[src/rtl/control_sequencer_if.sv]
// Control interface between the hardwired control sequencer and the datapath.
// The master is the sequencer. It reads IR, Mem_ready and Stop, and drives every control strobe.
interface control_sequencer_if;
  logic [31:0] IR;
  logic        Mem_ready;
  logic        Stop;

  logic PCout, Zlowout, MDRout, BAout, Cout;
  logic MARin, Zin, PCin, MDRin, IRin, Yin, IncPC;
  logic Read, Write;
  logic Gra, Grb, Grc, Rin, Rout;
  logic [3:0] ALU_op;
  logic Run, Mem_fault, Illegal;

  modport master (
    input  IR, Mem_ready, Stop,
    output PCout, Zlowout, MDRout, BAout, Cout,
    output MARin, Zin, PCin, MDRin, IRin, Yin, IncPC,
    output Read, Write, Gra, Grb, Grc, Rin, Rout,
    output ALU_op, Run, Mem_fault, Illegal
  );

  modport slave (
    output IR, Mem_ready, Stop,
    input  PCout, Zlowout, MDRout, BAout, Cout,
    input  MARin, Zin, PCin, MDRin, IRin, Yin, IncPC,
    input  Read, Write, Gra, Grb, Grc, Rin, Rout,
    input  ALU_op, Run, Mem_fault, Illegal
  );
endinterface

[src/rtl/control_sequencer.sv]
// Hardwired Moore control sequencer: fetch T0-T2, then the execute steps T3-T7, with memory wait/timeout and halt.
// Optional macro CTRL_ILLEGAL_TRAP_EN: an undefined opcode halts and sets Illegal; otherwise it runs as a nop.
module control_sequencer #(
  parameter int unsigned TIMEOUT = 16,
  parameter int unsigned OPW     = 5,
  parameter int unsigned ALUW    = 4
) (
  input logic clk,
  input logic rst,
  control_sequencer_if.master bus
);

  localparam int unsigned CW = (TIMEOUT > 2) ? $clog2(TIMEOUT) : 1;

  localparam logic [OPW-1:0] OP_LD   = OPW'(5'b00000);
  localparam logic [OPW-1:0] OP_ST   = OPW'(5'b00010);
  localparam logic [OPW-1:0] OP_ADD  = OPW'(5'b00011);
  localparam logic [OPW-1:0] OP_ROL  = OPW'(5'b01010);
  localparam logic [OPW-1:0] OP_ADDI = OPW'(5'b01011);
  localparam logic [OPW-1:0] OP_ANDI = OPW'(5'b01100);
  localparam logic [OPW-1:0] OP_ORI  = OPW'(5'b01101);
  localparam logic [OPW-1:0] OP_NOP  = OPW'(5'b11010);
  localparam logic [OPW-1:0] OP_HALT = OPW'(5'b11011);

  localparam logic [ALUW-1:0] ALU_ADD = ALUW'(0);
  localparam logic [ALUW-1:0] ALU_AND = ALUW'(2);
  localparam logic [ALUW-1:0] ALU_OR  = ALUW'(3);

  typedef enum logic [3:0] {
    S_RST, S_T0, S_T1, S_T2, S_T3, S_T4, S_T5, S_T6, S_T7, S_HALT
  } state_t;

  state_t          state;
  state_t          boundary;
  state_t          wait_next;
  logic [CW-1:0]   cnt;
  logic            stop_pend;
  logic            mem_fault;
  logic            illegal;
  logic            in_wait;
  logic [OPW-1:0]  op;
  logic            is_ld, is_st, is_rtype, is_imm, is_nop, is_halt, known;
  logic [ALUW-1:0] alu;
  logic            unused_ir;

  // IR is the datapath's instruction register: it is valid from T3 until the next IRin.
  assign op        = bus.IR[31 -: OPW];
  assign unused_ir = ^bus.IR[31-OPW:0];
  assign is_ld     = (op == OP_LD);
  assign is_st     = (op == OP_ST);
  assign is_rtype  = (op >= OP_ADD) && (op <= OP_ROL);
  assign is_imm    = (op >= OP_ADDI) && (op <= OP_ORI);
  assign is_nop    = (op == OP_NOP);
  assign is_halt   = (op == OP_HALT);
  assign known     = is_ld | is_st | is_rtype | is_imm | is_nop | is_halt;

  // Instruction boundary: a pending stop, or one that arrives on this edge, halts here.
  assign boundary  = (stop_pend | bus.Stop) ? S_HALT : S_T0;
  assign in_wait   = (state == S_T1) || (state == S_T6 && is_ld) || (state == S_T7 && is_st);
  assign wait_next = (state == S_T1) ? S_T2 : (state == S_T6) ? S_T7 : boundary;

  always_ff @(posedge clk or posedge rst) begin
    if (rst) begin
      state     <= S_RST;
      cnt       <= '0;
      stop_pend <= 1'b0;
      mem_fault <= 1'b0;
      illegal   <= 1'b0;
    end else begin
      stop_pend <= stop_pend | bus.Stop;
      cnt       <= '0;
      if (in_wait) begin
        // Mem_ready on the final allowed cycle still wins over the timeout.
        if (bus.Mem_ready) begin
          state <= wait_next;
        end else if (cnt == CW'(TIMEOUT - 1)) begin
          state     <= S_HALT;
          mem_fault <= 1'b1;
        end else begin
          cnt <= cnt + CW'(1);
        end
      end else begin
        case (state)
          S_RST:  state <= boundary;
          S_T0:   state <= S_T1;
          S_T2:   state <= S_T3;
          S_T3: begin
            if (is_halt) begin
              state <= S_HALT;
            end else if (is_nop) begin
              state <= boundary;
            end else if (!known) begin
`ifdef CTRL_ILLEGAL_TRAP_EN
              state   <= S_HALT;
              illegal <= 1'b1;
`else
              state <= boundary;
`endif
            end else begin
              state <= S_T4;
            end
          end
          S_T4:   state <= S_T5;
          S_T5:   state <= (is_ld || is_st) ? S_T6 : boundary;
          S_T6:   state <= S_T7;
          S_T7:   state <= boundary;
          default: state <= S_HALT;
        endcase
      end
    end
  end

  always_comb begin
    alu = ALU_ADD;
    case (op)
      OP_ANDI: alu = ALU_AND;
      OP_ORI:  alu = ALU_OR;
      default: alu = is_rtype ? ALUW'(op - OP_ADD) : ALU_ADD;
    endcase
  end

  // Strobes decode the current step; only T3-T7 look at the instruction class.
  always_comb begin
    bus.PCout = 1'b0; bus.Zlowout = 1'b0; bus.MDRout = 1'b0; bus.BAout = 1'b0; bus.Cout = 1'b0;
    bus.MARin = 1'b0; bus.Zin = 1'b0; bus.PCin = 1'b0; bus.MDRin = 1'b0; bus.IRin = 1'b0;
    bus.Yin = 1'b0; bus.IncPC = 1'b0; bus.Read = 1'b0; bus.Write = 1'b0;
    bus.Gra = 1'b0; bus.Grb = 1'b0; bus.Grc = 1'b0; bus.Rin = 1'b0; bus.Rout = 1'b0;
    bus.ALU_op = '0;
    case (state)
      S_T0: begin bus.PCout = 1'b1; bus.MARin = 1'b1; bus.IncPC = 1'b1; bus.Zin = 1'b1; end
      S_T1: begin bus.Zlowout = 1'b1; bus.PCin = 1'b1; bus.Read = 1'b1; bus.MDRin = 1'b1; end
      S_T2: begin bus.MDRout = 1'b1; bus.IRin = 1'b1; end
      S_T3: begin
        if (is_rtype || is_imm) begin
          bus.Grb = 1'b1; bus.Rout = 1'b1; bus.Yin = 1'b1;
        end else if (is_ld || is_st) begin
          bus.Grb = 1'b1; bus.BAout = 1'b1; bus.Yin = 1'b1;
        end
      end
      S_T4: begin
        bus.Zin    = 1'b1;
        bus.ALU_op = 4'(alu);
        if (is_rtype) begin
          bus.Grc = 1'b1; bus.Rout = 1'b1;
        end else begin
          bus.Cout = 1'b1;
        end
      end
      S_T5: begin
        bus.Zlowout = 1'b1;
        if (is_ld || is_st) begin
          bus.MARin = 1'b1;
        end else begin
          bus.Gra = 1'b1; bus.Rin = 1'b1;
        end
      end
      S_T6: begin
        bus.MDRin = 1'b1;
        if (is_ld) bus.Read = 1'b1;
        else begin bus.Gra = 1'b1; bus.Rout = 1'b1; end
      end
      S_T7: begin
        if (is_ld) begin bus.MDRout = 1'b1; bus.Gra = 1'b1; bus.Rin = 1'b1; end
        else bus.Write = 1'b1;
      end
      default: ;
    endcase
  end

  assign bus.Run       = (state != S_RST) && (state != S_HALT);
  assign bus.Mem_fault = mem_fault;
`ifdef CTRL_ILLEGAL_TRAP_EN
  assign bus.Illegal   = illegal;
`else
  assign bus.Illegal   = 1'b0;
`endif

endmodule

[src/flat_wrapper.sv]
// flat-port wrapper written by rule: the top's interface ports become plain ports
module control_sequencer_flat 
#(
  parameter int unsigned TIMEOUT = 16,
  parameter int unsigned OPW     = 5,
  parameter int unsigned ALUW    = 4
)
  (clk, rst, bus_IR, bus_Mem_ready, bus_Stop, bus_PCout, bus_Zlowout, bus_MDRout, bus_BAout, bus_Cout, bus_MARin, bus_Zin, bus_PCin, bus_MDRin, bus_IRin, bus_Yin, bus_IncPC, bus_Read, bus_Write, bus_Gra, bus_Grb, bus_Grc, bus_Rin, bus_Rout, bus_ALU_op, bus_Run, bus_Mem_fault, bus_Illegal);
  control_sequencer_if bus_i ();
  input logic clk;
  input logic rst;
  input wire logic [$bits(bus_i.IR)-1:0] bus_IR;
  input wire logic [$bits(bus_i.Mem_ready)-1:0] bus_Mem_ready;
  input wire logic [$bits(bus_i.Stop)-1:0] bus_Stop;
  output wire logic [$bits(bus_i.PCout)-1:0] bus_PCout;
  output wire logic [$bits(bus_i.Zlowout)-1:0] bus_Zlowout;
  output wire logic [$bits(bus_i.MDRout)-1:0] bus_MDRout;
  output wire logic [$bits(bus_i.BAout)-1:0] bus_BAout;
  output wire logic [$bits(bus_i.Cout)-1:0] bus_Cout;
  output wire logic [$bits(bus_i.MARin)-1:0] bus_MARin;
  output wire logic [$bits(bus_i.Zin)-1:0] bus_Zin;
  output wire logic [$bits(bus_i.PCin)-1:0] bus_PCin;
  output wire logic [$bits(bus_i.MDRin)-1:0] bus_MDRin;
  output wire logic [$bits(bus_i.IRin)-1:0] bus_IRin;
  output wire logic [$bits(bus_i.Yin)-1:0] bus_Yin;
  output wire logic [$bits(bus_i.IncPC)-1:0] bus_IncPC;
  output wire logic [$bits(bus_i.Read)-1:0] bus_Read;
  output wire logic [$bits(bus_i.Write)-1:0] bus_Write;
  output wire logic [$bits(bus_i.Gra)-1:0] bus_Gra;
  output wire logic [$bits(bus_i.Grb)-1:0] bus_Grb;
  output wire logic [$bits(bus_i.Grc)-1:0] bus_Grc;
  output wire logic [$bits(bus_i.Rin)-1:0] bus_Rin;
  output wire logic [$bits(bus_i.Rout)-1:0] bus_Rout;
  output wire logic [$bits(bus_i.ALU_op)-1:0] bus_ALU_op;
  output wire logic [$bits(bus_i.Run)-1:0] bus_Run;
  output wire logic [$bits(bus_i.Mem_fault)-1:0] bus_Mem_fault;
  output wire logic [$bits(bus_i.Illegal)-1:0] bus_Illegal;
  assign bus_i.IR = bus_IR;
  assign bus_i.Mem_ready = bus_Mem_ready;
  assign bus_i.Stop = bus_Stop;
  assign bus_PCout = bus_i.PCout;
  assign bus_Zlowout = bus_i.Zlowout;
  assign bus_MDRout = bus_i.MDRout;
  assign bus_BAout = bus_i.BAout;
  assign bus_Cout = bus_i.Cout;
  assign bus_MARin = bus_i.MARin;
  assign bus_Zin = bus_i.Zin;
  assign bus_PCin = bus_i.PCin;
  assign bus_MDRin = bus_i.MDRin;
  assign bus_IRin = bus_i.IRin;
  assign bus_Yin = bus_i.Yin;
  assign bus_IncPC = bus_i.IncPC;
  assign bus_Read = bus_i.Read;
  assign bus_Write = bus_i.Write;
  assign bus_Gra = bus_i.Gra;
  assign bus_Grb = bus_i.Grb;
  assign bus_Grc = bus_i.Grc;
  assign bus_Rin = bus_i.Rin;
  assign bus_Rout = bus_i.Rout;
  assign bus_ALU_op = bus_i.ALU_op;
  assign bus_Run = bus_i.Run;
  assign bus_Mem_fault = bus_i.Mem_fault;
  assign bus_Illegal = bus_i.Illegal;
  control_sequencer #(.TIMEOUT(TIMEOUT), .OPW(OPW), .ALUW(ALUW)) u_core (.clk(clk), .rst(rst), .bus(bus_i));
endmodule
[config.mk]
export PLATFORM = sky130hd
export DESIGN_NAME = control_sequencer_flat
export DESIGN_NICKNAME = d
export VERILOG_FILES = /design/src/rtl/control_sequencer_if.sv /design/src/rtl/control_sequencer.sv /design/src/flat_wrapper.sv
export SDC_FILE = /design/constraint.sdc
export NUM_CORES = 1
export LEC_CHECK = 0
export BUFFER_PORTS_ARGS = -buffer_cell sky130_fd_sc_hd__buf_2
export CAP_MARGIN = 5
export CELL_PAD_IN_SITES_DETAIL_PLACEMENT = 0
export CELL_PAD_IN_SITES_GLOBAL_PLACEMENT = 1
export CORE_UTILIZATION = 27
export DETAILED_ROUTE_END_ITERATION = 7
export PLACE_DENSITY_LB_ADDON = 0.05
export RECOVER_POWER = 50
export SYNTH_ARGS = -nofsm -noshare
export SYNTH_HDL_FRONTEND = slang
export SYNTH_SLANG_ARGS = --single-unit
[constraint.sdc]
create_clock -name clk -period 1.6 [get_ports clk]
set_input_delay 0.16 -clock clk [delete_from_list [all_inputs] [get_ports clk]]
set_output_delay 0.16 -clock clk [all_outputs]
set_load 0.02 [all_outputs]
### Yosys cells after proc, flatten, opt, wreduce, memory -nomap -nowiden

Index checks and enable logic that the tools add are counted.

| word-level totals | value |
|---|---|
| register bits | 10 |
| input bits | 36 |
| output and inout bits | 26 |

| cells by class | value |
|---|---|
| add/sub/neg operators | 2 |
| order comparisons | 4 |
| equality and inequality tests | 16 |
| multiplexer cells | 43 |
| bitwise logic cells | 7 |
| reductions and logical operators | 17 |

Operators with widths:

| operator | number |
|---|---|
| 2-to-1 mux 4 bit | 15 |
| case mux 4 bit (7 select lines) | 1 |
| 2-to-1 mux 1 bit | 20 |
| == test 4 x 3 -> 1 bit (second input constant) | 4 |
| == test 5 x 4 -> 1 bit (second input constant) | 2 |
| == test 5 bit (second input constant) | 2 |
| <= comparator 5 x 4 -> 1 bit (second input constant) | 2 |
| == test 4 x 2 -> 1 bit (second input constant) | 2 |
| == test 4 bit (second input constant) | 2 |
| case mux 1 bit (2 select lines) | 4 |
| case mux 4 bit (2 select lines) | 1 |
| OR reduction 2 bit | 4 |
| bitwise OR 1 bit | 6 |
| case mux 1 bit (3 select lines) | 2 |
| == test 5 x 2 -> 1 bit (second input constant) | 1 |
| greater-or-equal comparator 5 x 2 -> 1 bit (second input constant) | 1 |
| greater-or-equal comparator 5 x 4 -> 1 bit (second input constant) | 1 |
| logical AND 1 bit | 5 |
| zero test 5 bit | 1 |
| adder 4 x 1 -> 4 bit (second input constant) | 1 |
| == test 4 x 1 -> 1 bit (second input constant) | 1 |
| zero test 4 bit | 1 |
| logical OR 1 bit | 4 |
| inequality test 4 bit (second input constant) | 1 |
| other kinds (5) | 5 |

### Longest topological paths before layout

| depth | value |
|---|---|
| depth after elaboration | 11 |
| mapped depth | 7 |
| depth with buffers taken out | 7 |

### Least setup slack after synthesis

OpenSTA, ideal clock, no wires.

| timing path | value |
|---|---|
| path type | register -> register |
| start | register u_core.state[0] |
| end | register u_core.state[1] |
| setup time | 65 ps |
| data arrival time | 1939 ps |
| setup slack | -404 ps |
| cell stages (with the launch flop) | 6 |
| period minus slack after synthesis | 2004 ps |
| path through | dfrtp_1 -> nor4b_1 -> a21oi_1 -> a21oi_2 -> and2_1 -> a221o_2 |

| on the way | value |
|---|---|
| word-level cells in the longest chain between the ends | 5 |

RTL lines:

| item | line | RTL |
|---|---|---|
| start, declared | control_sequencer.sv:33 | `state_t state;` |
| start signal, assigned | control_sequencer.sv:75 | `state <= wait_next;` |
| start signal, assigned | control_sequencer.sv:84 | `S_RST: state <= boundary;` |
| start signal, assigned | control_sequencer.sv:91 | `state <= boundary;` |
| == test 4 x 3 -> 1 bit | control_sequencer.sv:59, control_sequencer.sv:60, control_sequencer.sv:83 |  |
| 2-to-1 mux 4 bit / logical AND 1 bit (equally long branches) | control_sequencer.sv:60, control_sequencer.sv:59 |  |
| 2-to-1 mux 4 bit / logical OR 1 bit (equally long branches) | control_sequencer.sv:60, control_sequencer.sv:59 |  |
| 2-to-1 mux 4 bit / logical OR 1 bit (equally long branches) | control_sequencer.sv:74, control_sequencer.sv:59 |  |
| 2-to-1 mux 4 bit / inequality test 3 bit (equally long branches) | - |  |

Several ways; a longest one is shown, not always the timed one.
A chain may end at the register's enable or synchronous reset.

### Worst setup path in the final report

| timing path | value |
|---|---|
| start | register u_core.state[3] |
| end | output port bus_Gra |

| on the way | value |
|---|---|
| word-level cells in the longest chain between the ends | 2 |

RTL lines:

| item | line | RTL |
|---|---|---|
| == test 4 bit / == test 4 x 3 -> 1 bit (equally long branches) | control_sequencer.sv:129 | `case (state)` |
| case mux 1 bit (3 select lines) * | control_sequencer.sv:129 |  |
| end, declared | flat_wrapper.sv:29 | `output wire logic [$bits(bus_i.Gra)-1:0] bus_Gra;` |

Mark *: on every way between the ends. The rest lies on a longest branch, timed or not.

==> impl_metrics.py <==
metrics = {
    "cells_and_area": {
        "multi_input_area_mm2": 0.00104,
        "regArea_um2": 250,
        "areaGrowthSynthToFinish_pct": 94.7,
        "nets": 273,
        "n_antenna_cell": 0,
        "fillers": 388,
        "drive_gt1_frac": 0.622,
    },
    "grt": {
        "gr-usage-all-layers": 0.186,
        "grt_max_degree": 14,
        "first_global_vias": 1355,
        "gr-total-overflow": 0,
        "antenna_found_initial": 0,
        "grt_pass1_wl_um": 6250,
    },
    "timing": {
        "finClkSkew_ps": 1.36,
        "report.final.slew_viol_count": 0,
        "worst_slack_ps": -90.1,
        "period_share": 1.06,
        "fin_crit_ps": 1690,
        "setup_viol": 16,
        "hold_viol": 0,
        "fin_tns_setup_ps": -893,
        "rsz0062_at_grt": "true",
        "clock.fmax_mhz": 592,
    },
    "critical_path": {
        "cp_slowest_cell": "dfrtp_1",
        "endpoint_kind": "primary output",
        "start_kind": "flop",
        "worstPathRequired_ps": 1440,
        "slowest_delay_ps": 380,
        "crit_top_cell": "buf_6",
        "critPathKind": "flop to primary output",
        "r2r_cells": 7,
        "crit_chain": "buf_6 -> and2b_4 -> buf_4 -> nand3_1 -> o21bai_4 -> buf_6",
        "crit_path_max_fanout": 4,
        "crit_arrival_ps": 1530,
    },
    "logic_synthesis": {
        "yosys.area_share.simple": 0.331,
        "synth_fp_nets": 192,
        "ys_ff_latch": 10,
        "ys_top_cells_by_area": "dfrtp_1 (22%), nor2_1 (6.4%), a21oi_1 (5.8%)",
        "synth_compound_area_frac": 0.246,
        "yosys.area.top_type": "dfrtp_1",
        "seq_area_frac_synth": 0.223,
        "synthDominantCellAreaShare": 0.223,
        "synth-adder-area-share": 0.0559,
        "syn_inst": 151,
        "synth.avg_cell_area_um2": 7.42,
        "muxShareOfSynthArea": 0,
        "synth_top_family_by_area": "simple AND/OR/NAND/NOR gates",
        "synth_warnings": 0,
        "synthDistinctLibCells": 43,
        "synthXorXnorAreaFrac": 0.0469,
        "netlist_area_mm2": 0.00112,
    },
    "power_and_ir_drop": {
        "seq_power_share": 0.203,
        "p_int_mw": 0.864,
        "power_mw": 1.43,
        "power_switching_mw": 0.564,
        "power_frac_comb": 0.616,
        "switching_share": 0.395,
        "power_density_mw_per_mm2": 655,
        "power_leakage_nw": 1.03,
        "ir_worst_vdd_mv": 0.438,
        "clock_power_share": 0.181,
    },
    "floorplan": {
        "io_pins": 62,
        "die_area_mm2": 0.00441,
        "die_width_um": 66.4,
        "coreArea_mm2": 0.00400,
        "die-height_um": 66.4,
        "initial_core_util": 0.280,
        "num_rows": 23,
    },
    "detailed_routing": {
        "ant_nets": 0,
        "vias_per_cell": 4.89,
        "drcViolationCount": 0,
        "drt_iter0_markers": 37,
        "wire_per_inst_um": 13.6,
        "dr.pass1.iters": 4,
        "drt-total-wl_um": 3800,
        "vias": 1369,
    },
    "placed_design": {
        "dp_hpwl_um": 2740,
        "place_congestion": 0.805,
        "io_buffer_count": 33,
    },
    "outcome": {
        "violations": "setup timing",
        "status": "finished with violations",
    },
    "job": {
        "cap_viol_max_count": 0,
    },
    "clock_tree": {
        "htree_levels": 1,
        "ctsLongestPathBuffers": 2,
        "cts_tree": "done",
        "clk_pin_slew_worst_paths_ps": 50,
        "clock-sinks": 10,
        "cts_buffers": 3,
        "cts-root-buf": "clkbuf_8",
        "clock_latency_ps": 230,
    },
    "worst_hold_path": {
        "min_path_type": "input pin to flop",
        "whs_path_depth": 3,
    },
}
-- registers in the layout, summed over array words and instances (netlist names) --
register / cells
u_core.bus.Mem_fault: 1
u_core.stop_pend: 1
u_core.cnt: 4
u_core.state: 4
-- metal layers --
layer  GRT usage  vias to the layer above  wire [um]
li1            -                      688          -
met1       0.240                      643       1750
met2       0.306                       31       1850
met3      0.0259                        7        140
met4      0.0771                        0         57
met5           0                        -          0
-- per-stage QoR --
stage	setup WS [ps]	hold WS (ps)	area (um2)	utilization	instances
6_report	-90.1	246	2180	0.545	280
4_1_cts	-83.1	241	2090	0.523	278
3_3_place_gp	-265	146	1660	0.414	262
2_1_floorplan	-44.2	0.178	1200	-	151
5_1_grt	-159	270	2180	0.545	280
3_5_place_dp	-274	158	1660	0.414	262
-- layout make-up --
type	instances	share of cell area
Multi-Input combinational cell	121	0.477
Inverter	8	0.0161
Sequential cell	10	0.115
Tap cell	50	0.0287
Timing Repair Buffer	88	0.345
Clock buffer	3	0.0189
-- synth_stat cells, drive strengths merged --
cell type and count:
dfrtp 10, nand3 10, or4 1, nor2 19, a211o 1, a221o 2
o21bai 2, o211a 1, nor4b 4, and2b 3, nand2 14, nand2b 4
o32ai 1, nand4 1, o21ai 8, or3 1, clkbuf 4, a2bb2oi 1
nand3b 1, a21oi 14, a22o 1, nor2b 4, buf 8, a211oi 2
o21a 2, o211ai 2, o221a 1, inv 8, or2 1, conb 1
xor2 3, nor3 3, and2 2, xnor2 3, o22ai 1, o41ai 2
ha 5
-- power groups by stage --
stage / registers [mW] / logic (mW) / clock network (mW)
after floorplan: 0.306 / 0.389 / 0
after global placement: 0.290 / 0.645 / 0
after detailed placement: 0.291 / 0.644 / 0
after CTS: 0.290 / 0.841 / 0.261
after global routing: 0.293 / 0.940 / 0.273
final: 0.290 / 0.879 / 0.258
-- what timing repair did --
action / CTS / global route
cloned: 0 / 0
hold endpoints to repair: 10 / 0
setup buffers: 12 / 2
endpoints found under the setup margin: 23 / 29
pin swaps: 17 / 3
gates resized for setup: 73 / 22
hold buffers: 1 / 0
-- critical path: cells and delay by family, from the launching register on --
kind | cells | cell delay (ps)
flip-flops | 1 | 380
AO/OA/AOI/OAI | 1 | 130
buffers and inverters | 3 | 390
AND/OR/NAND/NOR | 2 | 400
-- worst paths after layout --
check / to / slack, ps / start
worst max-delay path: bus_Gra / -90 / u_core.state[3]$_DFFE_PP0P_
worst min-delay path: u_core.stop_pend$_DFF_PP0_ / 250 / bus_Stop
worst max register to register: u_core.state[0]$_DFFE_PP0P_ / -40 / u_core.state[2]$_DFFE_PP0P_
worst min register to register: u_core.cnt[0]$_DFF_PP0_ / 450 / u_core.cnt[0]$_DFF_PP0_
max in group asynchronous: u_core.cnt[3]$_DFF_PP0_ / 870 / rst
min in group asynchronous: u_core.state[3]$_DFFE_PP0P_ / 450 / rst
-- cell usage in the layout (no fill, tap or decap), drive strengths merged --
master / Yosys / final
a211o: 1 / 1
a211oi: 2 / 2
a21oi: 14 / 14
a221o: 2 / 2
a22o: 1 / 1
a2bb2oi: 1 / 1
and2: 2 / 2
and2b: 3 / 3
buf: 8 / 87
clkbuf: 4 / 3
conb: 1 / 1
dfrtp: 10 / 10
dlygate4sd3: 0 / 1
ha: 5 / 5
inv: 8 / 8
nand2: 14 / 14
nand2b: 4 / 4
nand3: 10 / 10
nand3b: 1 / 1
nand4: 1 / 1
nor2: 19 / 19
nor2b: 4 / 4
nor3: 3 / 3
nor4b: 4 / 4
o211a: 1 / 1
o211ai: 2 / 2
o21a: 2 / 2
o21ai: 8 / 8
o21bai: 2 / 2
o221a: 1 / 1
o22ai: 1 / 1
o32ai: 1 / 1
o41ai: 2 / 2
or2: 1 / 1
or3: 1 / 1
or4: 1 / 1
xnor2: 3 / 3
xor2: 3 / 3
-- cells by family (layout without fill, tap and decap cells) --
kind of cell	after synthesis	after routing
simple gates	68	68
compound gates	41	41
buf+inv	20	99
flops	10	10
xor+xnor	6	6
fa+ha+maj	5	5
other cells	1	1
(Power assumes the default switching activity.)
